$ cat src/rtl/fifo_pkg.sv
// Shared types and constants for the async-FIFO read-side packer.
// Holds default widths, the lane/beat typedefs and a width helper.
package fifo_pkg;

  localparam int DATASIZE_DEF = 8;
  localparam int PACK_DEF     = 4;
  localparam int PACK_MAX     = 16;

  typedef logic [$clog2(PACK_DEF)-1:0] lane_t;

  typedef struct packed {
    logic [PACK_DEF-1:0]              keep;
    logic [DATASIZE_DEF*PACK_DEF-1:0] data;
  } beat_t;

  localparam logic [PACK_MAX-1:0] KEEP_ALL = '1;

  // Counter width for values 0..n-1, never narrower than one bit.
  function automatic int lane_w(input int n);
    return (n < 2) ? 1 : $clog2(n);
  endfunction

endpackage

$ cat src/rtl/fifo_rd_idle_timer.sv
// Idle counter for the packer: counts cycles without a pop while a
// partial beat is pending and strobes o_expire when it may be flushed.
// Ports: clk/rst, i_active (partial pending), i_pop, i_free, o_expire.
module fifo_rd_idle_timer
  import fifo_pkg::*;
#(
  parameter int TIMEOUT = 16
) (
  input  logic clk,
  input  logic rst,
  input  logic i_active,
  input  logic i_pop,
  input  logic i_free,
  output logic o_expire
);

  localparam int IW = lane_w(TIMEOUT);

  logic [IW-1:0] r_idle;
  logic          w_at_max;

  assign w_at_max = r_idle == IW'(TIMEOUT - 1);

  // A pop in the expiry cycle wins over the flush.
  assign o_expire = i_active && !i_pop && w_at_max && i_free;

  // Saturates at TIMEOUT-1 while the output register is busy.
  always_ff @(posedge clk) begin
    if (rst || !i_active || i_pop || o_expire) begin
      r_idle <= '0;
    end else if (!w_at_max) begin
      r_idle <= r_idle + IW'(1);
    end
  end

endmodule

$ cat src/rtl/fifo_rd_packer.sv
// Pops narrow FIFO words and packs PACK of them into one valid/ready beat.
// Ports: rclk/rrst, FIFO read side (rdata, rempty, rinc), output stream
// (out_data, out_keep, out_valid, out_ready). Optional partial-beat flush
// on idle timeout is enabled by defining FIFO_RD_PACK_FLUSH_EN.
module fifo_rd_packer
  import fifo_pkg::*;
#(
  parameter int DATASIZE = DATASIZE_DEF,
  parameter int PACK     = PACK_DEF,
  parameter int TIMEOUT  = 16
) (
  input  logic                     rclk,
  input  logic                     rrst,
  input  logic [DATASIZE-1:0]      rdata,
  input  logic                     rempty,
  output logic                     rinc,
  output logic [DATASIZE*PACK-1:0] out_data,
  output logic [PACK-1:0]          out_keep,
  output logic                     out_valid,
  input  logic                     out_ready
);

  localparam int LW = lane_w(PACK);

  if (PACK < 2 || PACK > PACK_MAX) begin : g_bad_pack
    $error("fifo_rd_packer: PACK out of range");
  end
  if (TIMEOUT < 2) begin : g_bad_timeout
    $error("fifo_rd_packer: TIMEOUT too small");
  end

  logic [LW-1:0]                   r_lane;
  logic [PACK-2:0][DATASIZE-1:0]   r_asm;
  logic [DATASIZE*PACK-1:0]        r_data;
  logic [PACK-1:0]                 r_keep;
  logic                            r_valid;

  logic w_last;
  logic w_stall;
  logic w_accept;

  assign w_last   = r_lane == LW'(PACK - 1);
  // Only the final word needs the output register; earlier ones never stall.
  assign w_stall  = w_last && r_valid && !out_ready;
  assign w_accept = r_valid && out_ready;
  assign rinc     = !rrst && !rempty && !w_stall;

  assign out_data  = r_data;
  assign out_keep  = r_keep;
  assign out_valid = r_valid;

`ifdef FIFO_RD_PACK_FLUSH_EN
  logic                     w_expire;
  logic [DATASIZE*PACK-1:0] w_flush_data;
  logic [PACK-1:0]          w_flush_keep;

  fifo_rd_idle_timer #(
    .TIMEOUT (TIMEOUT)
  ) u_idle (
    .clk      (rclk),
    .rst      (rrst),
    .i_active (r_lane != '0),
    .i_pop    (rinc),
    .i_free   (!r_valid || out_ready),
    .o_expire (w_expire)
  );

  // Stale lanes from an earlier beat are masked to zero.
  always_comb begin
    w_flush_data = '0;
    w_flush_keep = '0;
    for (int i = 0; i < PACK - 1; i++) begin
      if (LW'(i) < r_lane) begin
        w_flush_data[i*DATASIZE +: DATASIZE] = r_asm[i];
        w_flush_keep[i] = 1'b1;
      end
    end
  end
`endif

  always_ff @(posedge rclk) begin
    if (rrst) begin
      r_lane  <= '0;
      r_asm   <= '0;
      r_data  <= '0;
      r_keep  <= '0;
      r_valid <= 1'b0;
    end else begin
      if (w_accept) begin
        r_valid <= 1'b0;
      end
      if (rinc) begin
        if (w_last) begin
          // Overrides the clear above: back-to-back beats, no bubble.
          r_data  <= {rdata, r_asm};
          r_keep  <= KEEP_ALL[PACK-1:0];
          r_valid <= 1'b1;
          r_lane  <= '0;
        end else begin
          for (int i = 0; i < PACK - 1; i++) begin
            if (LW'(i) == r_lane) begin
              r_asm[i] <= rdata;
            end
          end
          r_lane <= r_lane + LW'(1);
        end
      end
`ifdef FIFO_RD_PACK_FLUSH_EN
      else if (w_expire) begin
        r_data  <= w_flush_data;
        r_keep  <= w_flush_keep;
        r_valid <= 1'b1;
        r_lane  <= '0;
      end
`endif
    end
  end

endmodule

$ cat config.mk
export PLATFORM = sky130hd
export DESIGN_NAME = fifo_rd_packer
export DESIGN_NICKNAME = d
export VERILOG_FILES = /design/src/rtl/fifo_pkg.sv /design/src/rtl/fifo_rd_idle_timer.sv /design/src/rtl/fifo_rd_packer.sv
export SDC_FILE = /design/constraint.sdc
export NUM_CORES = 1
export LEC_CHECK = 0
export ABC_AREA = 0
export CAP_MARGIN = 20
export CORE_ASPECT_RATIO = 1.5
export CORE_MARGIN = 1.5
export CORE_UTILIZATION = 54
export CTS_CLUSTER_SIZE = 8
export DETAILED_ROUTE_END_ITERATION = 8
export PLACE_DENSITY_LB_ADDON = 0.12
export SYNTH_ARGS = -nofsm -noshare
export SYNTH_HDL_FRONTEND = slang
export SYNTH_HIERARCHICAL = 1
export SYNTH_SLANG_ARGS = --single-unit
$ cat constraint.sdc
create_clock -name rclk -period 3.8 [get_ports rclk]
set_clock_uncertainty 0.2 [all_clocks]
set_input_delay 0.57 -clock rclk [delete_from_list [all_inputs] [get_ports rclk]]
set_output_delay 0.57 -clock rclk [all_outputs]
set_load 0.03 [all_outputs]
== Word-level counts from Yosys, hierarchy flattened ==
Cells that the tools add are included.
Cells by class
  divide/modulo/power cells: 0
  add/subtract/negate cells: 1
  mux-type cells: 4
  eq/ne operators: 3
  reduce and logical (&&, ||, !) cells: 14
  bitwise logic cells: 1
  multiply operators: 0
  $lt $le $gt $ge: 0
  shift operators: 0
Operator list (count)
  AND reduction 3 bit: 3
  logical AND 1 bit: 5
  logical NOT 1 bit: 4
  two-way mux 1 bit: 3
  adder 2 x 1 -> 2 bit, second input constant: 1
  equality test 1 x 2 -> 1 bit, first input constant: 1
  equality test 2 bit, first input constant: 1
  equality test 2 bit, second input constant: 1
  logical NOT 2 bit: 1
  two-way mux 2 bit: 1
  AND reduction 2 bit: 1
  inverter 1 bit: 1
Word-level totals
  bits in read-only memories: 0
  flip-flop bits (word level): 60
  RAM bits: 0
  word-level logic and storage cells: 30
  input port bits: 12
  latch bits: 0
  memories kept: 0

== Longest topological paths before layout ==
  word-level depth: 6
  mapped depth: 6

== Worst setup path after synthesis ==
Ideal clock, no wire load.
  path type: in2out
  start point: in rrst
  end point: out rinc
  buffers on the path: 1
  required time: 3030 ps
  setup slack: 1350 ps
  arrival time: 1680 ps
  stages on the path: 2
  cells stage by stage: buf_2 > a311oi_1
On the way
  cells in the longest elaborated chain, start to end: 3
RTL lines
  from (decl): RTL line fifo_rd_packer.sv:13  | input logic rrst,
  logical NOT 1 bit: RTL line fifo_rd_packer.sv:46  | assign rinc = !rrst && !rempty && !w_stall;
  logical AND 1 bit (2 in series): RTL line fifo_rd_packer.sv:46
  to (decl): RTL line fifo_rd_packer.sv:16  | output logic rinc,
No other way between the ends.

== Worst setup path in the final report ==
  start point: in rempty
  end point: out rinc
On the way
  cells in the longest elaborated chain, start to end: 3
RTL lines
  from (decl): RTL line fifo_rd_packer.sv:15  | input logic rempty,
  logical NOT 1 bit: RTL line fifo_rd_packer.sv:46
  logical AND 1 bit (2 in series): RTL line fifo_rd_packer.sv:46
No other way between the ends.

==> run_results.csv <==
group,metric,value,unit
run_status,status,"completed",
global_route,antenna_found_initial,0,
timing,finalSetupViolCount,0,
timing,rsz0062_at_grt,"false",
floorplanning,rows,29,
layout,fin_area,3010,um2
timing,report.final.slew_viol_count,0,
clock_tree,clkTransAtPathRegs,60,ps
synthesis,yosys_register_bits,60,
routing,drt_iter0_drc,34,
timing,hold_viol,0,
clock_tree,clkSinkCount,60,
power_and_ir_drop,p_leak,1.174,nW
power_and_ir_drop,p_per_area,407.6,nW/um2
place,dp_cells,300,
timing,tightest_slew,791.2,ps
synthesis,yosysUniqueCellTypes,23,
floorplanning,io_pins,50,
routing,route.detailed.drc,0,
global_route,grt_pass1_vias,1515,
power_and_ir_drop,irDropWorstVdd,364.8,uV
layout,syn2layout_area_growth,27.17,%
timing,max_slew_margin,47.06,%
routing,routed_wl,4.078,mm
clock_tree,insertion_delay,330,ps
timing,hold_slack,252.9,ps
timing,fin_ws,743.1,ps
layout,drive_above_1_share,20.45,%
clock_tree,hold_buffers,0,
place,dp_hpwl,2.687,mm
critical_path,cpMostUsedCell,"clkdlybuf4s50_1",
clock_tree,cts-root-buf,"clkbuf_8",
global_route,grt_pass1_wl,6.872,mm
critical_path,cp_max_fo,7,
synthesis,yosys_warnings,6,
synthesis,synthArstFlopShare,0,%
clock_tree,cts-resized-gates,0,
floorplanning,coreArea,4209,um2
routing,via_count,1604,
routing,first_pass_iters,4,
place,post-place-ws,736.3,ps
hold_path,hp-class,"reg2reg",
layout,final_common_cell,"dfxtp_1",
routing,avgViaCountPerCell,5.092,
synthesis,mappedNetlistArea,2367,um2
critical_path,critPathSlowestCell,"clkdlybuf4s50_1",
place,postPlaceCellArea,2841,um2
critical_path,cp-end-kind,"output port",
routing,antenna_left,0,
critical_path,path_buf_inv,2,
critical_path,slowest_delay,750,ps
floorplanning,die_w,57.06,um
timing,setup-tns-final,0,ps
synthesis,syn_inst,218,
synthesis,synth_edf_count,0,
floorplanning,die-area,4798,um2
critical_path,crit_chain,"clkdlybuf4s50_1 > a311oi_1 > clkdlybuf4s50_1",
layout,nets,281,
routing,avgRoutedWirePerCell,12.95,um
place,globalplace.congestion,0.6929,
timing,post-route-period-util,80.44,%
clock_tree,htreeDepth,3,
global_route,grt_max_degree,46,
critical_path,crit_family,"buffers and inverters",
clock_tree,clk_path_buf_depth,2,
layout,diodes,0,
clock_tree,numCtsBuffers,9,
critical_path,path_class,"in2out",
timing,period_needed,3057,ps
synthesis,synth_ff_type,"dfxtp_1",
synthesis,postSynthAreaPerCell,10.86,um2
layout,finalNonFillerCells,315,
floorplanning,dieHeight,84.09,um
synthesis,synth_nets,234,
critical_path,worstPathRequired,3030,ps
global_route,track_usage,18.90,%
critical_path,cp.arrival,2290,ps
clock_tree,cts_setup_buffers,0,
critical_path,cp-start-kind,"input port",
place,numPortBuffers,49,
timing,fmax,327.1,MHz
clock_tree,cts_tree,"built",
job,drv_cap,0,
layout,final_cell_mix,"dfxtp_1 (60), clkdlybuf4s50_1 (48), mux2_2 (33)",
synthesis,ys_seq_area_share,50.74,%
global_route,grt_overflow_total,0,
floorplanning,start_util,56.24,%
## layer usage
metal,wire (um),global-route usage (%),vias up,share of wire (%)
met1,1838,22.34,743,45
met2,1990,29.05,36,49
li1,-,-,819,-
met4,72,9.514,0,1.8
met3,175,7.752,6,4.3
met5,0,0,-,0
## cell families after synthesis
group,Yosys count,share of synthesized area (%)
mux,49,22.46
buf+inv,19,4.863
compound gates,12,2.802
fa+ha+maj,4,2.114
simple gates,74,17.02
flops,60,50.74
## registers in the layout, summed over array words and instances, names as in the netlist
register	count
out_data	32
r_asm	24
r_lane	2
out_keep	1
out_valid	1
## where the power goes
group | switching, W | internal, W
clock network | 0.000220 | 0.000267
logic | 0.0000487 | 0.0000410
registers | 0.00000781 | 0.000644
## worst paths after layout
kind / slack, ps / endpoint / cells after the start / start
max: 740 / rinc / 3 / rempty
max reg2reg: 1520 / out_data[16] / 4 / r_lane[0]
min reg2reg: 250 / r_asm[20] / 2 / r_asm[20]
min: 250 / r_asm[20] / 2 / r_asm[20]
## cell usage after synthesis (2+ instances only)
cell      instances  share of area, %
dfxtp_1          60                51
mux2_2           33                16
nor2b_1          32               8.5
nor2_1           18               2.9
mux2i_1          16               6.8
nand2_1          16               2.5
a21oi_1          10               2.1
buf_4             5               1.6
clkbuf_1          5              0.79
ha_1              4               2.1
buf_6             3               1.4
inv_1             3              0.48
buf_2             2              0.42
nor4b_1           2              0.74
## tightest hold or removal path, stage by stage, from the launching register on
cell	delay (ps)
dfxtp_1	310
nand2_1	50
a21oi_1	50
## layout make-up
type / instances / area, um2
Clock buffer: 13 / 158.9
Clock inverter: 2 / 10.01
Fill cell: 326 / 1199
Inverter: 3 / 11.26
Multi-Input combinational cell: 139 / 1064
Sequential cell: 60 / 1201
Tap cell: 46 / 57.56
Timing Repair Buffer: 52 / 508.0
## through the flow
step / total power (W) / util (%)
after CTS: 0.001244 / 71.52
after global placement: 0.0007542 / 67.51
final: 0.001227 / 71.52
after floorplan: 0.0007215 / -
after global routing: 0.001288 / 71.52
after detailed placement: 0.0007555 / 67.51
Note: power is estimated with default switching activity, not from simulation.
